===== config.mk =====
export PLATFORM = sky130hd
export DESIGN_NAME = fc_mac_stream
export DESIGN_NICKNAME = d
export VERILOG_FILES = /design/src/rtl/fc_mac_stream.sv
export SDC_FILE = /design/constraint.sdc
export NUM_CORES = 1
export LEC_CHECK = 0
export CAP_MARGIN = 20
export CORE_MARGIN = 4
export CORE_UTILIZATION = 65
export DETAILED_ROUTE_END_ITERATION = 16
export GPL_ROUTABILITY_DRIVEN = 1
export PLACE_DENSITY = 0.92
export SKIP_CTS_REPAIR_TIMING = 1
export SLEW_MARGIN = 20
export SYNTH_ARGS = -nofsm -noshare
export SYNTH_HDL_FRONTEND = slang
export SYNTH_SLANG_ARGS = --single-unit

===== constraint.sdc =====
create_clock -name clk -period 13.7 [get_ports clk]
set_input_delay 2.74 -clock clk [delete_from_list [all_inputs] [get_ports clk]]
set_output_delay 2.74 -clock clk [all_outputs]
set_load 0.02 [all_outputs]

===== src/rtl/fc_mac_stream.sv =====
`default_nettype none
// ============================================================================
// fc_mac_stream : streaming FC layer, one activation per beat into NEURONS MACs,
//                 optional ReLU, one result beat per IN-element vector.
// Revision      : 1.0
// ============================================================================
module fc_mac_stream #(
  parameter int WIDTH   = 8,
  parameter int WWIDTH  = 8,
  parameter int IN      = 128,
  parameter int NEURONS = 4,
  parameter int OW      = WIDTH + WWIDTH + $clog2(IN)
) (
  input  logic                      clk,
  input  logic                      rst,
  input  logic                      clr,
  input  logic                      relu_en,
  input  logic                      in_valid,
  output logic                      in_ready,
  input  logic [WIDTH-1:0]          x,
  input  logic [NEURONS*WWIDTH-1:0] w,
  output logic                      out_valid,
  input  logic                      out_ready,
  output logic [NEURONS*OW-1:0]     z,
  output logic                      busy
);

  localparam int              C_PW   = WIDTH + WWIDTH;
  localparam int              C_CW   = $clog2(IN);
  localparam logic [C_CW-1:0] C_LAST = C_CW'(IN - 1);

  typedef enum logic [0:0] {ST_ACC = 1'b0, ST_OUT = 1'b1} state_t;

  state_t                  state_q, state_d;
  logic [C_CW-1:0]         count_q, count_d;
  logic                    out_valid_q, out_valid_d;
  logic                    relu_q, relu_d;
  logic [NEURONS*OW-1:0]   acc_q, acc_d;
  logic [NEURONS*OW-1:0]   z_q, z_d;
  logic [NEURONS*OW-1:0]   sum_w, res_w;
  logic                    accept_w, first_w, last_w, relu_eff_w;

  assign in_ready   = ~clr & ((state_q == ST_ACC) | ((state_q == ST_OUT) & out_ready));
  assign accept_w   = in_valid & in_ready;
  assign first_w    = (count_q == '0);
  assign last_w     = (count_q == C_LAST);
  // The first beat's relu_en counts even before it lands in relu_q.
  assign relu_eff_w = first_w ? relu_en : relu_q;

  generate
    for (genvar n = 0; n < NEURONS; n++) begin : g_ch
      logic signed [C_PW-1:0] x_ext, w_ext, prod;
      logic signed [OW-1:0]   prod_ext, sum;

      assign x_ext    = C_PW'($signed(x));
      assign w_ext    = C_PW'($signed(w[n*WWIDTH +: WWIDTH]));
      assign prod     = x_ext * w_ext;
      assign prod_ext = OW'(prod);
      assign sum      = first_w ? prod_ext : ($signed(acc_q[n*OW +: OW]) + prod_ext);

      assign sum_w[n*OW +: OW] = sum;
      assign res_w[n*OW +: OW] = (relu_eff_w && sum[OW-1]) ? '0 : sum;
    end
  endgenerate

  always_comb begin
    state_d     = state_q;
    count_d     = count_q;
    out_valid_d = out_valid_q;
    relu_d      = relu_q;
    acc_d       = acc_q;
    z_d         = z_q;
    if (clr) begin
      state_d     = ST_ACC;
      count_d     = '0;
      out_valid_d = 1'b0;
    end else begin
      if ((state_q == ST_OUT) && out_ready) begin
        out_valid_d = 1'b0;
        state_d     = ST_ACC;
      end
      if (accept_w) begin
        acc_d = sum_w;
        if (first_w) begin
          relu_d = relu_en;
        end
        if (last_w) begin
          z_d         = res_w;
          out_valid_d = 1'b1;
          state_d     = ST_OUT;
          count_d     = '0;
        end else begin
          count_d = count_q + C_CW'(1);
        end
      end
    end
  end

  always_ff @(posedge clk or posedge rst) begin
    if (rst) begin
      state_q     <= ST_ACC;
      count_q     <= '0;
      out_valid_q <= 1'b0;
      relu_q      <= 1'b0;
      acc_q       <= '0;
      z_q         <= '0;
    end else begin
      state_q     <= state_d;
      count_q     <= count_d;
      out_valid_q <= out_valid_d;
      relu_q      <= relu_d;
      acc_q       <= acc_d;
      z_q         <= z_d;
    end
  end

  assign out_valid = out_valid_q;
  assign z         = z_q;
  assign busy      = (count_q != '0) | out_valid_q;

endmodule
`default_nettype wire


# Yosys cells after proc, flatten, opt, wreduce, memory -nomap -nowiden
# Index checks and enable logic that the tools add are counted.
# totals
ff_bits	194
input_bits	46
out_inout_bits	95
wordCells	53
# op_classes
addsub	5
mul	4
eq_ne	1
n_mux	20
bitwise	7
n_reduce_logical	10
# ops
cell	n
$mux 23	8
$add 23x16->23	4
$mul 8x8->16	4
$mux 7	3
$mux 1	9
$add 7x1->7 const B	1
$eq 7x7->1 const B	1
$logic_not 7->1	1
$reduce_bool 7->1	1
$logic_and 1x1->1	5
$and 1x1->1	3
$reduce_and 3->1	1
$not 1->1	2
$or 1x1->1	2
$reduce_and 2->1	1
$reduce_bool 2->1	1

# Logic depth before layout (Yosys ltp)
# Gate-level depths: netlist (run 1).
# depth
word_depth	6
depth_mapped	32
ltp_nobuf	29

# Least setup slack after synthesis (run 1)
# Ideal clock, no wire load.
# synth_path
kind	input to register
from	input port x[5]
to	register z_q[3] (netlist: z[3])
setup_ps	135
arrival_ps	9168
t_required_ps	13565
setup_slack_ps	4397
stages	30
path_buffers	2
cell_sequence	clkbuf_1 -> and2_1 -> fa_1 -> inv_1 -> fa_1 -> inv_1 -> fa_1 -> inv_1 -> fa_1 -> inv_1 -> ha_1 -> o21ai_0 -> nor2_1 -> or2_1 -> o311a_1 -> a311oi_1 -> mux2i_1 -> nor2_1 -> ha_1 -> inv_1 -> nor3_1 -> nand2_1 -> or2_2 -> o22ai_1 -> mux2i_1 -> nor2_1 -> xor2_1 -> o21ai_1 -> clkbuf_1 -> o21ai_0
# synth_via
elab_chain_cells	5
# synth_lines
item	line	source
from (decl)	20	input logic [WIDTH-1:0] x,
$mul 8x8->16 *	57	assign prod = x_ext * w_ext;
$add 23x16->23	59	assign sum = first_w ? prod_ext : ($signed(acc_q[n*OW +: OW]) + prod_ext);
$mux 23 *	59	
$logic_and 1x1->1 *	62	assign res_w[n*OW +: OW] = (relu_eff_w && sum[OW-1]) ? '0 : sum;
$mux 23 *	62	
to (signal assigned)	113	z_q <= z_d;
to (decl)	39	logic [NEURONS*OW-1:0] z_q, z_d;
# Every way passes the cells marked *; elsewhere a longest branch is shown, timed or not.
# A chain may end at the register's enable or synchronous reset.

# Worst setup path in the final report (run 1)
# layout_path
from	input port w[2]
to	register z_q[20] (netlist: z[20])
# layout_via
elab_chain_cells	5
# layout_lines
item	line	source
from (decl)	21	input logic [NEURONS*WWIDTH-1:0] w,
$mul 8x8->16 *	57	
$add 23x16->23	59	
$mux 23 *	59	
$logic_and 1x1->1	62	
$mux 23 *	62	
# Marks and branches as above.

==> impl_results.md, run 1 <==
* Status: complete, no violations
* Seq/Total Area, Yosys at 0.218
* Layout cell share with drive strength beyond 1 at 0.0378
* Initial antenna violation count at 0
* Met2 global-route usage at 0.538
* Worst r2r src: acc_q[46]$_DFFE_PP0P_
* HP Start: z[7]$_DFFE_PP0P_
* IO Port Bufs at 140
* Met1 global-route usage at 0.378
* Synth Flop Type: dfrtp_1
* Pre-antenna DRT Iters at 6
* Critical Path RT at 13990 ps
* Clk_skew at 9.53 ps
* Die height at 193 um
* Routability cong. at 0.971
* Vias per cell at 5.90
* Area Growth Syn to Fin at 10.6%
* Achievable Freq at 91.9 MHz
* Min-Delay Path Depth at 2
* Root buf cell: clkbuf_16
* CP peak stage delay at 710 ps
* Worst-skew pair later-pin latency at 450 ps
* Post-layout util at 0.731
* Min-Delay Path Class: register to register
* Pin count of the biggest net entering global routing at 136
* CTS tree: done
* Iter 0 DRT Violations at 1256
* Num Clock Sinks at 194
* Clk slew on worst S/H paths at 70 ps
* Global-route usage over all layers at 0.303
* Setup TNS at 0 ps
* Crit path kind: input port to register
* Worst r2r dst: z[53]$_DFFE_PP0P_
* Worst Setup End Kind: register
* Initial Utilization at 0.661
* Slowest stage cell, crit path: o21ai_2
* Die X at 193 um
* Crit path DAT at 11180 ps
* Met3 Track Usage GR at 0.0335
* Wire per inst at 17.6 um
* I/O pin count at 141
* Vias in the first global route at 19300
* EDFF count, synth at 0
* Antenna cells at 0
* Final wirelength at 54.9 mm
* Fill cells at 2363
* First-pass GRT wire length at 92.5 mm
* Worst reg2reg path depth at 13
* Row count at 67
* Async set-reset flop share out of synthesis at 1.00
* Gr ovfl total at 0
* Slew margin rel. at 0.286
* Final Max Tran Viols at 0
* Max-cap viol count at 0
* Syn avg cell area at 8.64 um^2
* Yosys Warn Count at 0
* Detailed placer's ending HPWL at 41.3 mm
* Mapped cell area at 0.0222 mm^2
* R2R Setup Slk at 9510 ps
* Post-Synthesis Cells at 2571
* Final-report hold violation count at 0
* CP Launch Type: input port
* Crit path time final at 10880 ps
* Crit-path most repeated cell: inv_1
* Fin crit share at 0.794
* Die area at 0.0372 mm^2
* Yosys cell types at 72
* Routed Antenna Nets at 0
* DRC Markers at 0
* Core footprint at 0.0336 mm^2
* NumNets Final at 3136
* CTS buffer count at 17
* Synthesis-stage register bit count at 194
* H-Tree Depth at 4
* Max Buffers Root-to-Sink at 2
* CP max FO at 22
* RSZ-0062 raised after global routing: false
* Vias at 18400
* Syn nets at 3051
* GRT busiest layer: met2
* Worst-margin pin slew at 1070 ps
* Worst Hold End: z[7]$_DFFE_PP0P_
* Final setup fails at 0
==> stage by stage <==
stage	cells	setup slack [ps]	instance area (um^2)	hold slack [ps]
finish	3117	2820	24600	483
detailed placement	3085	2660	24000	466
global placement	3085	2730	24000	461
global route	3117	2520	24600	503
floorplan	2571	4400	22200	445
CTS	3117	3000	24600	483
==> cells by family (layout without fill, tap and decap cells) <==
family / count (synthesis) / in the layout / synth area share
compound gates: 549 / 549 / 0.155
xor+xnor: 136 / 136 / 0.0536
fa+ha+maj: 434 / 434 / 0.320
buf+inv: 455 / 553 / 0.0779
flops: 194 / 194 / 0.218
mux: 14 / 14 / 0.00653
simple gates: 789 / 789 / 0.169
==> cells in the final DEF (no fill, tap or decap), types with 6 or more instances in the layout <==
| master | instances |
|---|---|
| nand2b_1 | 23 |
| buf_4 | 16 |
| nor3_1 | 21 |
| o21bai_1 | 15 |
| ha_1 | 210 |
| dfrtp_1 | 194 |
| a211oi_1 | 45 |
| nand3_1 | 18 |
| fa_1 | 224 |
| a21oi_1 | 141 |
| inv_1 | 363 |
| clkbuf_16 | 17 |
| or2_2 | 7 |
| xor2_1 | 42 |
| nand2_1 | 295 |
| mux2i_1 | 10 |
| a211oi_2 | 13 |
| clkdlybuf4s50_1 | 140 |
| o21ai_0 | 180 |
| and2_1 | 180 |
| nor2_1 | 165 |
| nor2b_1 | 39 |
| nand4_1 | 10 |
| o41ai_1 | 6 |
| a21o_1 | 44 |
| xnor2_1 | 93 |
| a31oi_1 | 20 |
| o21a_1 | 14 |
| o21ai_1 | 6 |
| a21oi_2 | 7 |
==> metal layers <==
metal  up-vias  wire (um)
met1      9016      21400
met3       159       2950
met2       670      28200
li1       8539          -
met5         -          0
met4         0       2350
==> cell type report <==
cell class	instances	area, um^2	area share
flip-flops and latches	194	4850	0.198
multi-input cells	1922	15700	0.638
inverters	364	1370	0.0559
clock inverters	15	148	0.00601
clock buffers	17	425	0.0173
well taps	448	561	0.0228
repair buffers	157	1530	0.0624
==> Yosys cell counts (6+ instances only) <==
master    instances  area share
inv_1           364       0.061
nand2_1         296       0.050
fa_1            224        0.20
ha_1            210        0.12
dfrtp_1         194        0.22
and2_1          180       0.051
o21ai_0         180       0.041
nor2_1          168       0.028
a21oi_1         141       0.032
xnor2_1          94       0.037
clkbuf_1         82       0.014
a211oi_1         45       0.015
a21o_1           44       0.015
xor2_1           42       0.017
nor2b_1          39       0.011
nand2b_1         24      0.0068
nor3_1           21      0.0047
a31oi_1          20      0.0056
nand3_1          18      0.0041
o21bai_1         15      0.0051
o21a_1           14      0.0047
a211oi_2         13      0.0073
mux2i_1          10      0.0045
nand4_1          10      0.0028
a21oi_2           7      0.0028
o21ai_1           7      0.0016
or2_2             7      0.0020
buf_1             6      0.0010
o41ai_1           6      0.0024
==> how the worst max path moves through the flow <==
stage / cells after the start / end / startpoint / slack (ps)
final: 29 / z[20]$_DFFE_PP0P_ / w[2] / 2820
after floorplan: 30 / z[3]$_DFFE_PP0P_ / x[5] / 4400
after CTS: 29 / z[20]$_DFFE_PP0P_ / w[2] / 3000
after global routing: 30 / z[6]$_DFFE_PP0P_ / x[6] / 2520
after global placement: 30 / z[6]$_DFFE_PP0P_ / x[5] / 2730
after detailed placement: 29 / z[20]$_DFFE_PP0P_ / w[2] / 2660
==> flip-flops by register name (all words and copies together) (netlist names) <==
name       count
state_q        1
out_valid      1
count_q        7
z             92
relu_q         1
acc_q         92
==> worst max-delay path, delay by kind of cell <==
family	cells	cell delay, ps
buffers and inverters	6	950
muxes	2	450
adders and majority gates	6	2620
and+or+nand+nor	8	2170
xor gates and xnor gates	1	190
AOI/OAI and AO/OA	6	2050
Power of run 1 is left out: the tool's default activity adds up to more than one toggle a clock period on the data nets, which glitch-free logic cannot reach.
==> run 2: changes to the inputs <==
--- a/config.mk
+++ b/config.mk
@@ -7,10 +7,10 @@
 export LEC_CHECK = 0
 export CAP_MARGIN = 20
 export CORE_MARGIN = 4
-export CORE_UTILIZATION = 65
+export CORE_UTILIZATION = 56
 export DETAILED_ROUTE_END_ITERATION = 16
 export GPL_ROUTABILITY_DRIVEN = 1
-export PLACE_DENSITY = 0.92
+export PLACE_DENSITY = 0.85
 export SKIP_CTS_REPAIR_TIMING = 1
 export SLEW_MARGIN = 20
 export SYNTH_ARGS = -nofsm -noshare
==> constraint.sdc (replaced) <==
create_clock -name clk -period 9.55 [get_ports clk]
set_input_delay 1.91 -clock clk [delete_from_list [all_inputs] [get_ports clk]]
set_output_delay 1.91 -clock clk [all_outputs]
set_load 0.02 [all_outputs]
==> impl_results.md, run 2 (same netlist as run 1, synthesis figures left out) <==
* Vias per cell at 5.73 (was 5.90)
* Clk slew on worst S/H paths at 70 ps (about the same)
* Root buf cell: clkbuf_16 (unchanged)
* Top delay family on crit path: adder cells (unchanged)
* R2R Setup Slk at 5810 ps (was 9510 ps)
* Gr ovfl total at 0 (unchanged)
* IO Port Bufs at 140 (unchanged)
* Detailed placer's ending HPWL at 44.0 mm (was 41.3 mm)
* Crit path time final at 9100 ps
* RSZ-0062 raised after global routing: false (unchanged)
* Clk_skew at 12.6 ps (was 9.53 ps)
* Core footprint at 0.0389 mm^2 (was 0.0336 mm^2)
* Min-Delay Path Depth at 2 (unchanged)
* Crit path buffers/inverters at 6 (unchanged)
* HP Start: z[68]$_DFFE_PP0P_ (was z[7]$_DFFE_PP0P_)
* NumNets Final at 3160 (was 3136)
* Worst Slack Setup Final at 449 ps (was 2820 ps)
* Commonest non-fill, non-tap cells in the layout: inv_1, nand2_1, fa_1 (unchanged)
* Die height at 207 um (was 193 um)
* Worst Hold End: z[68]$_DFFE_PP0P_ (was z[7]$_DFFE_PP0P_)
* Vias at 18400 (about the same)
* Most common cell after layout, fill and taps aside: inv_1 (unchanged)
* Final setup fails at 0 (unchanged)
* Max Buffers Root-to-Sink at 2 (unchanged)
* CP Launch Type: input port (unchanged)
* Max-cap viol count at 0 (unchanged)
* Routability cong. at 0.921 (was 0.971)
* Pin count of the biggest net entering global routing at 134 (was 136)
* Fin crit share at 0.953
* DRC Markers at 0 (unchanged)
* Initial Utilization at 0.571 (was 0.661)
* Pre-CTS WS at -138 ps (was 2660 ps)
* Worst r2r src: acc_q[0]$_DFFE_PP0P_ (was acc_q[46]$_DFFE_PP0P_)
* Critical Path RT at 9910 ps (was 13990 ps)
* Die area at 0.0429 mm^2 (was 0.0372 mm^2)
* CP max FO at 22 (unchanged)
* Crit path kind: input port to register (unchanged)
* Worst-skew pair later-pin latency at 460 ps (was 450 ps)
* Layout cell share with drive strength beyond 1 at 0.0457 (was 0.0378)
* CTS buffer count at 17 (unchanged)
* Wire per inst at 17.5 um (was 17.6 um)
* Vias in the first global route at 19300 (about the same)
* Final Max Tran Viols at 0 (unchanged)
* Slowest stage cell, crit path: clkdlybuf4s50_1 (was o21ai_2)
* Antenna cells at 0 (unchanged)
* Global-route usage over all layers at 0.261 (was 0.303)
* First-pass GRT wire length at 93.9 mm (was 92.5 mm)
* Pre-antenna DRT Iters at 5 (was 6)
* I/O pin count at 141 (unchanged)
* CTS tree: done (unchanged)
* Achievable Freq at 110 MHz
* Die X at 207 um (was 193 um)
* Worst-margin pin slew at 1070 ps (about the same)
* Min-Delay Path Class: register to register (unchanged)
* Worst Setup End Kind: register (unchanged)
* Fill cells at 3127 (was 2363)
* Worst reg2reg path depth at 13 (unchanged)
* Row count at 72 (was 67)
* Worst r2r dst: acc_q[20]$_DFFE_PP0P_ (was z[53]$_DFFE_PP0P_)
* Iter 0 DRT Violations at 1080 (was 1256)
* Area Growth Syn to Fin at 12.0% (was 10.6%)
* Status: complete, no violations (unchanged)
* Num Clock Sinks at 194 (unchanged)
* CP peak stage delay at 670 ps (was 710 ps)
* Routed Antenna Nets at 0 (unchanged)
* Initial antenna violation count at 0 (unchanged)
* Final wirelength at 56.2 mm (was 54.9 mm)
* Register Area at 0.00485 mm^2 (unchanged)
* Final-report hold violation count at 0 (unchanged)
* Multi-input gate area at 0.0157 mm^2 (about the same)
* Slew margin rel. at 0.290 (was 0.286)
* Crit path DAT at 9460 ps (was 11180 ps)
* H-Tree Depth at 4 (unchanged)
-- run 2: cell types whose count changed in the layout (fill, tap and decap cells not counted), sizes merged --
cell / before / now
inv: 370 / 368
clkbuf: 17 / 19
buf: 17 / 41
bufinv: 1 / 3
clkinv: 3 / 2
clkinvlp: 5 / 2
-- run 2: area by class of cell --
| type | instances | area share |
|---|---|---|
| well taps | 518 | 0.0260 |
| multi-input cells | 1922 | 0.630 |
| flip-flops and latches | 194 | 0.195 |
| clock inverters | 11 | 0.00623 |
| inverters | 364 | 0.0552 |
| repair buffers | 181 | 0.0697 |
| clock buffers | 19 | 0.0174 |
-- run 2: tightest hold or removal path, stage by stage, from the launching register on --
cell     delay [ps]
dfrtp_1         350
nand2_1          50
nand2_1          50
-- run 2: through the flow --
| step | cell area [um^2] | hold slack (ps) | TNS (ps) | cells | utilization |
|---|---|---|---|---|---|
| 6_report | 24900 | 472 | 0 | 3209 | 0.639 |
| 5_1_grt | 24900 | 504 | 0 | 3209 | 0.639 |
| 4_1_cts | 24900 | 476 | 0 | 3209 | 0.639 |
| 3_5_place_dp | 24300 | 461 | -3520 | 3179 | 0.624 |
| 3_3_place_gp | 24300 | 457 | -440 | 3179 | 0.624 |
| 2_1_floorplan | 22200 | 445 | 0 | 2571 | - |
-- run 2: routing by layer --
layer	vias up	track usage	wire length, um
met2	612	0.468	29000
met3	156	0.0475	3250
met4	0	0.101	2180
li1	8592	-	-
met1	9039	0.314	21800
met5	-	0	0
-- run 2: how the worst max path moves through the flow --
stage	startpoint	endpoint	slack [ps]	cells after the start
after floorplan	x[5]	z[3]$_DFFE_PP0P_	1080	30
after global placement	w[9]	z[38]$_DFFE_PP0P_	-50	28
after detailed placement	x[3]	z[7]$_DFFE_PP0P_	-140	30
after global routing	x[2]	z[10]$_DFFE_PP0P_	160	29
after CTS	x[3]	z[13]$_DFFE_PP0P_	290	30
final	x[3]	z[13]$_DFFE_PP0P_	450	30
Power of run 2 is left out for the same reason.
